**config.mk**
```make
export PLATFORM = sky130hd
export DESIGN_NAME = ring_port_arbiter
export DESIGN_NICKNAME = d
export VERILOG_FILES = /design/src/rtl/ring_port_arbiter.sv
export SDC_FILE = /design/constraint.sdc
export NUM_CORES = 1
export LEC_CHECK = 0
export BUFFER_PORTS_ARGS = -buffer_cell sky130_fd_sc_hd__buf_2
export CORE_MARGIN = 3
export CORE_UTILIZATION = 39
export CTS_CLUSTER_DIAMETER = 100
export DETAILED_ROUTE_END_ITERATION = 6
export PLACE_DENSITY = 0.83
export SKIP_LAST_GASP = 1
export SYNTH_ARGS = -nofsm -noshare
export SYNTH_HDL_FRONTEND = slang
export SYNTH_SLANG_ARGS = --single-unit
```
**constraint.sdc**
```tcl
create_clock -name clk_i -period 2.3 [get_ports clk_i]
set_clock_uncertainty 0.15 [all_clocks]
set_input_delay 0.46 -clock clk_i [delete_from_list [all_inputs] [get_ports clk_i]]
set_output_delay 0.46 -clock clk_i [all_outputs]
set_load 0.01 [all_outputs]
```
**src/rtl/ring_port_arbiter.sv**
```systemverilog
// ring_port_arbiter: burst-granular round-robin arbiter feeding a registered valid/ready ring link
module ring_port_arbiter #(
  parameter int NrReq = 3,
  parameter int DataWidth = 64,
  parameter int MaxBurst = 16,
  localparam int LenWidth = $clog2(MaxBurst),
  localparam int IdWidth = $clog2(NrReq)
) (
  input  logic                               clk_i,
  input  logic                               rst_i,
  input  logic [NrReq-1:0]                   req_valid_i,
  input  logic [NrReq-1:0][DataWidth-1:0]    req_data_i,
  input  logic [NrReq-1:0][LenWidth-1:0]     req_len_i,
  output logic [NrReq-1:0]                   req_ready_o,
  output logic [DataWidth-1:0]               ring_data_o,
  output logic                               ring_valid_o,
  input  logic                               ring_ready_i,
  output logic [IdWidth-1:0]                 grant_id_o,
  output logic                               busy_o
);
  typedef enum logic {IDLE, BURST} state_e;
  state_e state_q, state_d;
  logic [IdWidth-1:0] owner_q, owner_d, ptr_q, ptr_d, winner;
  logic [LenWidth-1:0] rem_q, rem_d;
  logic valid_q, valid_d, out_free, xfer;
  logic [DataWidth-1:0] data_q, data_d;
  always_comb begin
    winner = owner_q;
    for (int i = NrReq; i >= 1; i--)
      if (req_valid_i[(int'(ptr_q) + i) % NrReq]) winner = IdWidth'((int'(ptr_q) + i) % NrReq);
  end
  always_comb begin
    out_free = !valid_q || ring_ready_i;
    xfer = state_q == BURST && req_valid_i[owner_q] && out_free;
    state_d = state_q;
    owner_d = owner_q;
    rem_d = rem_q;
    ptr_d = ptr_q;
    valid_d = valid_q && !ring_ready_i;
    data_d = data_q;
    req_ready_o = '0;
    if (state_q == IDLE && |req_valid_i) begin
      state_d = BURST;
      owner_d = winner;
      rem_d = req_len_i[winner];
    end
    if (state_q == BURST) req_ready_o[owner_q] = out_free;
    if (xfer) begin
      data_d = req_data_i[owner_q];
      valid_d = 1'b1;
      ptr_d = rem_q == '0 ? owner_q : ptr_q;
      state_d = rem_q == '0 ? IDLE : BURST;
      rem_d = rem_q == '0 ? rem_q : rem_q - 1'b1;
    end
  end
  always_ff @(posedge clk_i) begin
    if (rst_i) begin
      state_q <= IDLE;
      owner_q <= '0;
      ptr_q <= IdWidth'(NrReq - 1);
      rem_q <= '0;
      valid_q <= 1'b0;
      data_q <= '0;
    end else begin
      state_q <= state_d;
      owner_q <= owner_d;
      ptr_q <= ptr_d;
      rem_q <= rem_d;
      valid_q <= valid_d;
      data_q <= data_d;
    end
  end
  assign ring_data_o = data_q;
  assign ring_valid_o = valid_q;
  assign grant_id_o = owner_q;
  assign busy_o = state_q == BURST;
endmodule

```
==> flow_summary.ini <==
[critical_path]
crit_type = reg -> reg
startpoint_type = flip-flop
cp-end-kind = flip-flop
crit_slowest_cell = dfxtp_4
r2r-start = ptr_q[0]
slowest_delay_ns = 0.37
path_buf_inv = 2
worstRegToRegCells = 9
path_common_cell = a21oi_2
crit_fanout = 8
cp.required_ns = 2.37
rrSetupSlack_ns = 0.07
r2r-end = rem_q[1]
crit_chain = inv_1, ha_4, mux2i_4, or3b_1, a21oi_2, a21oi_2, buf_4, a311oi_2, a311oi_1
critical_path_arrival_ns = 2.30
critPathTopFamily = compound AO/OA/AOI/OAI gates

[power_and_ir_drop]
p_leak_uw = 0.00285
cellPowerDensity_mw_per_mm2 = 636
irDropWorstVdd_mv = 0.335

[cts]
cts_sinks = 74
clkTransAtPathRegs_ns = 0.08
cts_tree = yes
cts_buffer_depth = 2
htreeDepth = 3
cts_buffers = 9
clk_latency_ns = 0.34
clk_root_buffer_cell = clkbuf_8
cts_hold_buf = 0

[yosys]
synth_edf_count = 0
synth_top_area_frac = 0.340
async_flop_share = 0
synth_common_cells = nor2_1 (135), dfxtp_1 (74), a21oi_1 (73), mux2i_1 (70), a211oi_1 (64)
synth_area_leaders = dfxtp_1 (34%), mux2i_1 (16%), nor2_1 (12%)
synth_ff_type = dfxtp_1
synthCells = 553
synth_top_cell_by_area = dfxtp_1
seq_area_frac_synth = 0.340
synthDistinctLibCells = 44
synthMostInstantiatedCell = nor2_1
synth_area_mm2 = 0.00436
ys_warn_count = 0
synth_seq_cells = 74
synth_nets = 769
syn_avg_cell_area_um2 = 7.89

[outcome]
outcome = finished clean

[floorplanning]
pin_count = 281
coreArea_mm2 = 0.0106
die_h_um = 112
dieArea_mm2 = 0.0125
rows = 37
start_util = 0.411
die_w_um = 112

[finish]
drive_gt1_frac = 0.417
n_antenna_cell = 0
area_growth_pct = 42.2
final_cells = 954
fill_cells = 1036
fin_util = 0.585
nNetsFinal = 1030

[routing]
wl_met3_mm = 1.13
drt_iter0_markers = 228
routed_wirelength_mm = 14.1
vias = 4860
final_antenna_net_count = 0
drc = 0
firstDrtPassIters = 4
route.met2.wl_mm = 7.20
m1WireLength_mm = 5.53
wl_per_cell_um = 14.8
viasPerCell = 5.09
routed.top_layer = met4

[timing]
slew_headroom = 0.645
finalCritPeriodShare = 0.969
setup_viol = 0
final_hold_viol_count = 0
tns_ns = 0
slew_viol_final = 0
max_freq_ghz = 0.448
tightestPinTransition_ns = 0.532
period_minus_slack_ns = 2.23
rsz0062_at_grt = yes

[min_path]
min-delay-start = req_len_i[3]
min_to = rem_q[3]
hold_depth = 3
hold_class = in -> reg

[run]
max_cap_viol_count = 0

[global_routing]
grt_pass1_wl_mm = 22.2
antenna_found_initial = 0
grt_usage = 0.215
grt_max_degree = 75
grt_pass1_vias = 4695
overflow = 0

[place]
dp_hpwl_mm = 10.8
gp_congestion = 0.899
portBuffers = 280
dp.cells = 936
[area by class of cell]
class	count	area, um^2	share of cell area
clock inverter	4	50.0	0.00807
tap	136	170	0.0274
multi-input combinational	421	2690	0.434
sequential	74	1490	0.241
timing repair buffer	302	1620	0.261
clock buffer	11	153	0.0246
inverter	6	25.0	0.00404
[timing repair]
item | CTS | global route
resized for setup | 4 | 18
pin swaps | 0 | 6
setup endpoints to repair | 2 | 6
buffers inserted | 0 | 3
[kinds of logic after synthesis]
group,share of synthesized area
AND/OR/NAND/NOR,0.170
AO/OA/AOI/OAI,0.248
flip-flops,0.340
multiplexers,0.164
buffers and inverters,0.0617
adder cells (fa/ha/maj),0.0172
[worst min-delay path: cells and delay by family]
kind	cells	cell delay [ns]
simple gates	1	0.05
buf+inv	1	0.10
compound gates	1	0.07
[per-layer routing]
| layer | vias to the layer above | global-route usage |
|---|---|---|
| met5 | - | 0 |
| met4 | 0 | 0.0633 |
| met3 | 19 | 0.0527 |
| met2 | 212 | 0.396 |
| met1 | 2137 | 0.245 |
| li1 | 2492 | - |
[power by group]
| part | internal, uW | switching [uW] | total [uW] |
|---|---|---|---|
| clock network | 560 | 471 | 1030 |
| logic | 644 | 744 | 1390 |
| registers | 1440 | 87.6 | 1520 |
[how the worst max path moves through the flow]
stage	startpoint	endpoint	depth (start not counted)	slack [ns]
floorplan	ptr_q[0]	rem_q[2]	8	0.16
global placement	ptr_q[1]	rem_q[2]	9	0.07
detailed placement	ptr_q[1]	rem_q[2]	9	0.01
CTS	ptr_q[0]	rem_q[2]	9	0.02
global route	ptr_q[1]	rem_q[2]	8	-0.05
finish	ptr_q[0]	rem_q[1]	9	0.07
[metrics by stage]
step | instance area [um^2] | hold slack [ns] | worst slack [ns] | power (uW)
after global placement | 5880 | 0.333 | 0.0702 | 2890
final | 6200 | 0.249 | 0.0703 | 3940
after floorplan | 4360 | 0.354 | 0.165 | 2390
after CTS | 6090 | 0.223 | 0.0201 | 3960
after detailed placement | 5880 | 0.338 | 0.0102 | 2910
after global routing | 6200 | 0.238 | -0.0463 | 4220
[state kept, by name (all words and copies together) (netlist names)]
name / cells
rem_q: 4
busy_o: 1
ring_valid_o: 1
grant_id_o: 2
ring_data_o: 64
ptr_q: 2
[layout by cell type, fill, tap and decap left out, types with 4 or more instances in the layout]
master and n:
buf_2 280, nor2_1 135, a21oi_1 71, dfxtp_1 70, mux2i_1 69, a211oi_1 64, buf_4 16, nand2_1 14
clkbuf_8 9, nand3_1 8, inv_1 5, o21ai_0 5, nand2b_1 4, ha_1 4
(Power assumes the default switching activity.)
